`config.mk`:
```
export PLATFORM = sky130hd
export DESIGN_NAME = pow_n_en_pipe_bp_flat
export DESIGN_NICKNAME = d
export VERILOG_FILES = /design/src/rtl/pow_pkg.sv /design/src/rtl/pow_n_en_pipe_bp_if.sv /design/src/rtl/pow_n_stage.sv /design/src/rtl/pow_n_en_pipe_bp.sv /design/src/flat_wrapper.sv
export SDC_FILE = /design/constraint.sdc
export NUM_CORES = 2
export LEC_CHECK = 0
export BUFFER_PORTS_ARGS = -buffer_cell sky130_fd_sc_hd__buf_2
export CAP_MARGIN = 20
export CORE_AREA = 2 2 281 283
export CTS_CLUSTER_SIZE = 30
export DETAILED_ROUTE_END_ITERATION = 6
export DIE_AREA = 0 0 283 285
export PLACE_DENSITY_LB_ADDON = 0.15
export SLEW_MARGIN = 20
export SYNTH_ARGS = -nofsm -noshare
export SYNTH_HDL_FRONTEND = slang
export SYNTH_SLANG_ARGS = --single-unit
export TNS_END_PERCENT = 30
```
`constraint.sdc`:
```
create_clock -name clk -period 9.6 [get_ports clk]
set_input_delay 0.96 -clock clk [delete_from_list [all_inputs] [get_ports clk]]
set_output_delay 0.96 -clock clk [all_outputs]
set_load 0.02 [all_outputs]
```
`src/rtl/pow_pkg.sv`:
```
// Shared constants and helpers for the pipelined integer power unit.
package pow_pkg;

    localparam int unsigned POW_N_MIN = 2;
    localparam int unsigned POW_N_MAX = 8;

    // Width of the product held in stage k (a**(k+1) for a W-bit argument).
    function automatic int unsigned stage_w(input int unsigned w, input int unsigned k);
        return w * (k + 1);
    endfunction

    function automatic bit n_legal(input int unsigned n);
        return (n >= POW_N_MIN) && (n <= POW_N_MAX);
    endfunction

endpackage

```
`src/rtl/pow_n_en_pipe_bp_if.sv`:
```
// Argument/result handshake bundle for the power pipeline, plus stage occupancy.
interface pow_n_en_pipe_bp_if #(
    parameter int unsigned W = 8,
    parameter int unsigned N = 5
);
    localparam int unsigned RW = W * N;

    logic          arg_vld;
    logic          arg_rdy;
    logic [W-1:0]  arg;
    logic          res_vld;
    logic          res_rdy;
    logic [RW-1:0] res;
    logic [N-2:0]  stage_vld;

    modport master (
        output arg_vld, arg, res_rdy,
        input  arg_rdy, res_vld, res, stage_vld
    );

    modport slave (
        input  arg_vld, arg, res_rdy,
        output arg_rdy, res_vld, res, stage_vld
    );
endinterface

```
`src/rtl/pow_n_stage.sv`:
```
// One pipeline stage: multiplies the incoming partial power by the argument copy.
module pow_n_stage
    import pow_pkg::*;
#(
    parameter int unsigned W = 8,
    parameter int unsigned K = 1
) (
    input  logic                       clk,
    input  logic                       rst,
    input  logic                       adv,
    input  logic                       in_vld,
    input  logic [W-1:0]               in_a,
    input  logic [W*K-1:0]             in_p,
    output logic                       vld,
    output logic [W-1:0]               a,
    output logic [stage_w(W, K)-1:0]   p
);
    localparam int unsigned PW = stage_w(W, K);

    logic [PW-1:0] prod_c;

    // Full-precision product: operands widened so nothing is truncated.
    assign prod_c = PW'(in_p) * PW'(in_a);

    // Valid follows upstream on advance; data only captured from a valid upstream.
    always_ff @(posedge clk or posedge rst) begin
        if (rst) begin
            vld <= 1'b0;
            a   <= '0;
            p   <= '0;
        end else if (adv) begin
            vld <= in_vld;
            if (in_vld) begin
                a <= in_a;
                p <= prod_c;
            end
        end
    end

endmodule

```
`src/rtl/pow_n_en_pipe_bp.sv`:
```
// Pipelined res = arg**N with ready/valid back-pressure and a global clock enable.
module pow_n_en_pipe_bp
    import pow_pkg::*;
#(
    parameter int unsigned W = 8,
    parameter int unsigned N = 5
) (
    input  logic clk,
    input  logic rst,
    input  logic clk_en,
    pow_n_en_pipe_bp_if.slave bus
);
    localparam int unsigned RW = W * N;

    if (!n_legal(N)) begin : g_bad_n
        $error("pow_n_en_pipe_bp: N must lie in 2..8");
    end

    // Index 0 is the input side; index k is the output of stage k.
    logic [N-1:0]  v;
    logic [N-1:1]  adv;
    logic [W-1:0]  a_chain [N];
    logic [RW-1:0] p_chain [N];

    assign v[0]       = bus.arg_vld;
    assign a_chain[0] = bus.arg;
    assign p_chain[0] = RW'(bus.arg);

    // A stage may move when some stage at or after it is empty, or the sink takes the result.
    for (genvar k = 1; k < N; k++) begin : g_adv
        assign adv[k] = clk_en & (bus.res_rdy | ~(&v[N-1:k]));
    end

    for (genvar k = 1; k < N; k++) begin : g_stg
        localparam int unsigned PW = stage_w(W, k);

        logic [PW-1:0] p;

        pow_n_stage #(
            .W (W),
            .K (k)
        ) u_stage (
            .clk    (clk),
            .rst    (rst),
            .adv    (adv[k]),
            .in_vld (v[k-1]),
            .in_a   (a_chain[k-1]),
            .in_p   (p_chain[k-1][W*k-1:0]),
            .vld    (v[k]),
            .a      (a_chain[k]),
            .p      (p)
        );

        assign p_chain[k] = RW'(p);
    end

    assign bus.arg_rdy   = adv[1];
    assign bus.res_vld   = v[N-1];
    assign bus.res       = p_chain[N-1];
    assign bus.stage_vld = v[N-1:1];

endmodule

```
`src/flat_wrapper.sv`:
```
// flat-port wrapper written by rule: the top's interface ports become plain ports
module pow_n_en_pipe_bp_flat import pow_pkg::*;
#(
    parameter int unsigned W = 8,
    parameter int unsigned N = 5
)
  (clk, rst, clk_en, bus_arg_vld, bus_arg, bus_res_rdy, bus_arg_rdy, bus_res_vld, bus_res, bus_stage_vld);
  pow_n_en_pipe_bp_if #(.W(W), .N(N)) bus_i ();
  input  logic clk;
  input  logic rst;
  input  logic clk_en;
  input wire logic [$bits(bus_i.arg_vld)-1:0] bus_arg_vld;
  input wire logic [$bits(bus_i.arg)-1:0] bus_arg;
  input wire logic [$bits(bus_i.res_rdy)-1:0] bus_res_rdy;
  output wire logic [$bits(bus_i.arg_rdy)-1:0] bus_arg_rdy;
  output wire logic [$bits(bus_i.res_vld)-1:0] bus_res_vld;
  output wire logic [$bits(bus_i.res)-1:0] bus_res;
  output wire logic [$bits(bus_i.stage_vld)-1:0] bus_stage_vld;
  assign bus_i.arg_vld = bus_arg_vld;
  assign bus_i.arg = bus_arg;
  assign bus_i.res_rdy = bus_res_rdy;
  assign bus_arg_rdy = bus_i.arg_rdy;
  assign bus_res_vld = bus_i.res_vld;
  assign bus_res = bus_i.res;
  assign bus_stage_vld = bus_i.stage_vld;
  pow_n_en_pipe_bp #(.W(W), .N(N)) u_core (.clk(clk), .rst(rst), .clk_en(clk_en), .bus(bus_i));
endmodule
```
======== Yosys cells after proc, flatten, opt, wreduce, memory -nomap -nowiden ========
Cells that the tools add are included.
word-level totals
  bits in registers ....................... 140
  input port bits ......................... 13
  output and inout bits ................... 46
  logic and storage cells ................. 34
operators by class
  $mul .................................... 4
  bitwise gates (word level) .............. 12
  reduce and logical (&&, ||, !) cells .... 7
operators by type and width
  kind                                           number
  32-bit by 8-bit multiplier with 40-bit output  1
  24-bit by 8-bit multiplier with 32-bit output  1
  16-bit by 8-bit multiplier with 24-bit output  1
  8-bit by 8-bit multiplier with 16-bit output   1
  2-bit AND reduction                            5
  1-bit AND                                      4
  1-bit NOT                                      4
  1-bit bitwise OR                               4
  4-bit AND reduction                            1
  3-bit AND reduction                            1

======== Depth between registers and ports, before layout ========
  depth after elaboration ................. 5
  depth in mapped cells ................... 21
  mapped depth without buffers ............ 20

======== Cells and area by module ========
From an unflattened synthesis, not the netlist that was laid out.
second synthesis, totals
  cell total of the unflattened synthesis .. 2890
  area total of the unflattened synthesis .. 25966.2 um^2
modules (own cells, without submodules)
  module                                  instances  cells each  area each (um^2)  seq. area each (um^2)
  pow_n_stage at u_core.g_stg[4].u_stage  1          1071        9723.1            1226.2
  pow_n_stage at u_core.g_stg[3].u_stage  1          884         7741.2            1026.0
  pow_n_stage at u_core.g_stg[2].u_stage  1          618         5474.0            825.8
  pow_n_stage at u_core.g_stg[1].u_stage  1          309         2979.1            625.6
  pow_n_en_pipe_bp                        1          8           48.8              0.0

======== Least setup slack after synthesis ========
Ideal clock, no wire load.
  path type ............................... register to register
  start point ............................. register u_core.g_stg[3].u_stage.a[5]
  end point ............................... register u_core.g_stg[4].u_stage.p[38]
  arrival time ............................ 5.093 ns
  data required time ...................... 9.470 ns
  setup slack ............................. 4.377 ns
  cell stages (with the launch flop) ...... 20
  path buffers ............................ 1
  period minus slack after synthesis ...... 5.223 ns
  cells stage by stage .................... dfrtp_1 > clkbuf_1 > nand2_1 > fa_1 > fa_1 > inv_1 > fa_1 > inv_1 > fa_1 > inv_1 > ha_1 > o21ai_0 > or3_1 > a211o_1 > and4b_4 > o31a_1 > o21ai_2 > a21oi_2 > a41oi_2 > o41ai_2
on the way
  word-level cells in the longest chain between the ends .. 1
RTL lines
  item                                           line               text
  start: declaration                             pow_n_stage.sv:15  output logic [W-1:0] a,
  start signal: assignment                       pow_n_stage.sv:34  a <= in_a;
  32-bit by 8-bit multiplier with 40-bit output  pow_n_stage.sv:23  assign prod_c = PW'(in_p) * PW'(in_a);
  end signal: assignment                         pow_n_stage.sv:35  p <= prod_c;
  end: declaration                               pow_n_stage.sv:16  output logic [stage_w(W, K)-1:0] p
No other way between the ends.
A chain may end at the register's enable or synchronous reset.

======== Worst setup path after layout ========
  start point ............................. register u_core.g_stg[3].u_stage.a[4]
  end point ............................... register u_core.g_stg[4].u_stage.p[38]
Same word-level chain as after synthesis.

==> impl_metrics.prom <==
# TYPE chip_impl_metric gauge
chip_impl_metric{name="synth_enable_flop_cells",unit=""} 0
chip_impl_metric{name="ys.warnings.count",unit=""} 0
chip_impl_metric{name="synth.lib_cells_used.distinct",unit=""} 59
chip_impl_metric{name="clk_pin_slew_worst_paths",unit="ns"} 0.07
chip_impl_metric{name="die_width",unit="um"} 283
chip_impl_metric{name="final.fill_count",unit=""} 8156
chip_impl_metric{name="slew_headroom",unit="%"} 29.5
chip_impl_metric{name="fp.dieArea",unit="um^2"} 80700
chip_impl_metric{name="vias",unit=""} 16619
chip_impl_metric{name="drt_drc",unit=""} 0
chip_impl_metric{name="diodes",unit=""} 0
chip_impl_metric{name="finish.utilization",unit="%"} 33.0
chip_impl_metric{name="dp_cell_count",unit=""} 3624
chip_impl_info{name="cts_root_buf",value="clkbuf_16"} 1
chip_impl_metric{name="place.detailed.hpwl",unit="um"} 44300
chip_impl_metric{name="netlist.area_leader.share",unit="%"} 34.9
chip_impl_info{name="cp-end-kind",value="flip-flop"} 1
chip_impl_metric{name="fmaxAchievable",unit="GHz"} 0.164
chip_impl_metric{name="ant_nets",unit=""} 0
chip_impl_metric{name="synth.cell_area",unit="um^2"} 23900
chip_impl_metric{name="grt_pass1_vias",unit=""} 18149
chip_impl_metric{name="number_of_design_rule_violations_left_by_the_first_detailed_router_iteration",unit=""} 593
chip_impl_metric{name="async_reset_ff_share",unit="%"} 100
chip_impl_metric{name="path_max_fanout",unit=""} 33
chip_impl_metric{name="report.final.hold_viol_count",unit=""} 0
chip_impl_metric{name="cts.hold.buffers_added",unit=""} 0
chip_impl_metric{name="clock_tree.htree_level_count",unit=""} 4
chip_impl_metric{name="fin_worst_hold_slack",unit="ns"} 0.466
chip_impl_metric{name="yosys_register_bits",unit=""} 136
chip_impl_info{name="synth.area.top_cells",value="fa_1 35%, dfrtp_1 14%, and2_1 11%"} 1
chip_impl_metric{name="buffer_ports.inserted",unit=""} 58
chip_impl_metric{name="route.detailed.vias_per_inst",unit=""} 4.55
chip_impl_metric{name="drive_gt1_share",unit="%"} 5.80
chip_impl_info{name="worst_hold_path_type",value="flip-flop to flip-flop"} 1
chip_impl_info{name="worst-setup-path-type",value="flip-flop to flip-flop"} 1
chip_impl_metric{name="timing.max_cap.violations",unit=""} 0
chip_impl_metric{name="globalplace.congestion",unit=""} 0.779
chip_impl_metric{name="num-nets-final",unit=""} 3208
chip_impl_info{name="outcome",value="finished, final reports clean"} 1
chip_impl_metric{name="worst_pin_slew",unit="ns"} 1.06
chip_impl_info{name="synth_top_area_cell",value="fa_1"} 1
chip_impl_metric{name="cts_made_buffers",unit=""} 17
chip_impl_info{name="post_synth_most_frequent_cells",value="416 x fa_1, 413 x and2_1, 407 x inv_1, 343 x nand2_1, 186 x ha_1"} 1
chip_impl_metric{name="fp.coreArea",unit="um^2"} 78000
chip_impl_metric{name="layout.cells.non_filler",unit=""} 3654
chip_impl_info{name="rsz0062_at_grt",value="false"} 1
chip_impl_metric{name="setup-tns-final",unit="ns"} 0
chip_impl_metric{name="synthesis.instances",unit=""} 2613
chip_impl_info{name="synth_flop_cell",value="dfrtp_1"} 1
chip_impl_metric{name="totalWireLength",unit="um"} 55300
chip_impl_info{name="cts_tree",value="yes"} 1
chip_impl_metric{name="clock_path_buffers",unit=""} 2
chip_impl_metric{name="worst_clk_skew",unit="ns"} 0.0161
chip_impl_metric{name="maximum_number_of_pins_on_one_net_before_global_route_repair",unit=""} 79
chip_impl_metric{name="total_track_usage",unit="%"} 14.4
chip_impl_metric{name="clkLatencyLatePin",unit="ns"} 0.48
chip_impl_metric{name="final_max_slew_viol_count",unit=""} 0
chip_impl_metric{name="detail_route.wl_per_cell",unit="um"} 15.1
chip_impl_metric{name="yosysSeqAreaShare",unit="%"} 14.3
chip_impl_metric{name="area.growth.synth_to_final",unit="%"} 7.70
chip_impl_metric{name="setup_violations",unit=""} 0
chip_impl_metric{name="initial_core_util",unit="%"} 30.6
chip_impl_metric{name="drt_pre_antenna_iters",unit=""} 5
chip_impl_metric{name="postCtsSetupRepairBufs",unit=""} 0
chip_impl_metric{name="globalRouteOverflowTotal",unit=""} 0
chip_impl_metric{name="crit_arrival",unit="ns"} 6.44
chip_impl_metric{name="post_synthesis_area_per_instance",unit="um^2"} 9.13
chip_impl_metric{name="grt_first_pass_wirelength",unit="um"} 94700
chip_impl_info{name="critPathLaunchType",value="flip-flop"} 1
chip_impl_metric{name="cts.repair.resized",unit=""} 0
chip_impl_metric{name="timing.critical_path.required",unit="ns"} 9.94
chip_impl_metric{name="chipHeight",unit="um"} 285
chip_impl_metric{name="finalWorstPathRequiredPeriod",unit="ns"} 6.10
chip_impl_metric{name="fin_crit_sh",unit="%"} 63.5
chip_impl_metric{name="grt_antenna_before_repair",unit=""} 0
chip_impl_metric{name="fp-row-count",unit=""} 103
chip_impl_metric{name="top_level_ports",unit=""} 59
chip_impl_metric{name="clock_sinks",unit=""} 136
chip_impl_info{name="post-synth-top-count-cell",value="fa_1"} 1
-- cell usage in the layout (no fill, tap or decap), types with 3 or more instances in the layout --
master	synthesis	layout
fa_1	416	416
and2_1	413	413
inv_1	407	406
nand2_1	343	343
ha_1	186	186
dfrtp_1	136	134
o21ai_0	131	131
a21oi_1	89	89
buf_2	0	58
xnor2_1	49	49
xor2_1	43	43
a21o_1	36	36
mux2_2	32	32
nor2_1	30	30
nor3_1	19	19
clkbuf_16	0	17
nand4_1	14	14
nand3_1	17	14
and3_1	13	13
nand2b_1	12	12
o21bai_1	12	12
buf_4	4	12
a31oi_1	11	11
nor2b_1	10	10
o31ai_1	10	10
o21a_1	7	7
o21ai_1	6	6
a22o_1	6	6
a211oi_1	5	5
o211ai_1	4	4
clkinvlp_4	0	4
nand3_2	0	3
or2_2	3	3
and4_1	3	3
or3_1	3	3
a211o_1	3	3
inv_6	0	3
conb_1	2	3
clkinv_2	0	3
-- kinds of logic after synthesis --
group | after synthesis | synth area share [%]
flops | 136 | 14.3
compound gates | 343 | 8.63
mux | 34 | 1.59
other cells | 2 | 0.0315
simple gates | 887 | 19.2
xor+xnor | 92 | 3.38
buf+inv | 517 | 8.20
fa+ha+maj | 602 | 44.7
-- through the flow --
stage / instance area [um^2] / setup slack [ns]
CTS: 25700 / 3.42
finish: 25700 / 3.50
global placement: 25100 / 3.50
detailed placement: 25100 / 3.42
floorplan: 23900 / 4.38
global route: 25700 / 3.16
-- worst paths after layout --
check,endpoint,cells after the start,startpoint,slack (ns)
setup / recovery,u_core.g_stg[4].u_stage.p[38],18,u_core.g_stg[3].u_stage.a[4],3.50
hold / removal,u_core.g_stg[4].u_stage.p[0],2,u_core.g_stg[4].u_stage.p[0],0.47
setup reg to reg,u_core.g_stg[4].u_stage.p[38],18,u_core.g_stg[3].u_stage.a[4],3.50
hold reg to reg,u_core.g_stg[4].u_stage.p[0],2,u_core.g_stg[4].u_stage.p[0],0.47
max in group asynchronous,u_core.g_stg[1].u_stage.a[1],3,rst,7.65
min in group asynchronous,u_core.g_stg[3].u_stage.a[7],2,rst,0.62
-- flip-flops by register name (all words and copies together) (netlist names) --
signal / flops
u_core.g_stg.u_stage.p: 108
u_core.g_stg.u_stage.a: 24
u_core.g_stg.u_stage.vld: 4
-- critical path: stages (launching register included) --
cell	delay, ns
dfrtp_1	1.04
and2_1	0.26
fa_1	0.44
fa_1	0.50
fa_1	0.50
inv_1	0.05
fa_1	0.47
inv_1	0.04
ha_1	0.36
and3_1	0.25
nand4_1	0.11
or3_1	0.39
a211o_1	0.36
and4b_4	0.22
o31a_1	0.38
o21ai_2	0.21
a21oi_2	0.10
a41oi_2	0.21
o41ai_2	0.09
-- layer usage --
metal | wire [um] | track usage [%]
met1 | 26700 | 19.3
met2 | 26700 | 24.6
met3 | 1230 | 1.99
met4 | 647 | 3.28
met5 | 0 | 0
-- final cells by class --
| cell class | instances | area, um^2 | area share (%) |
|---|---|---|---|
| clock buffers | 19 | 443 | 1.72 |
| clock inverters | 11 | 101 | 0.394 |
| inverters | 407 | 1530 | 5.96 |
| multi-input cells | 1961 | 18500 | 72.1 |
| flip-flops and latches | 136 | 3410 | 13.3 |
| well taps | 1050 | 1310 | 5.11 |
| repair buffers | 70 | 380 | 1.48 |
Power is not shown: default switching activity piles up to over one toggle a cycle in this logic, so the estimate is an artifact.
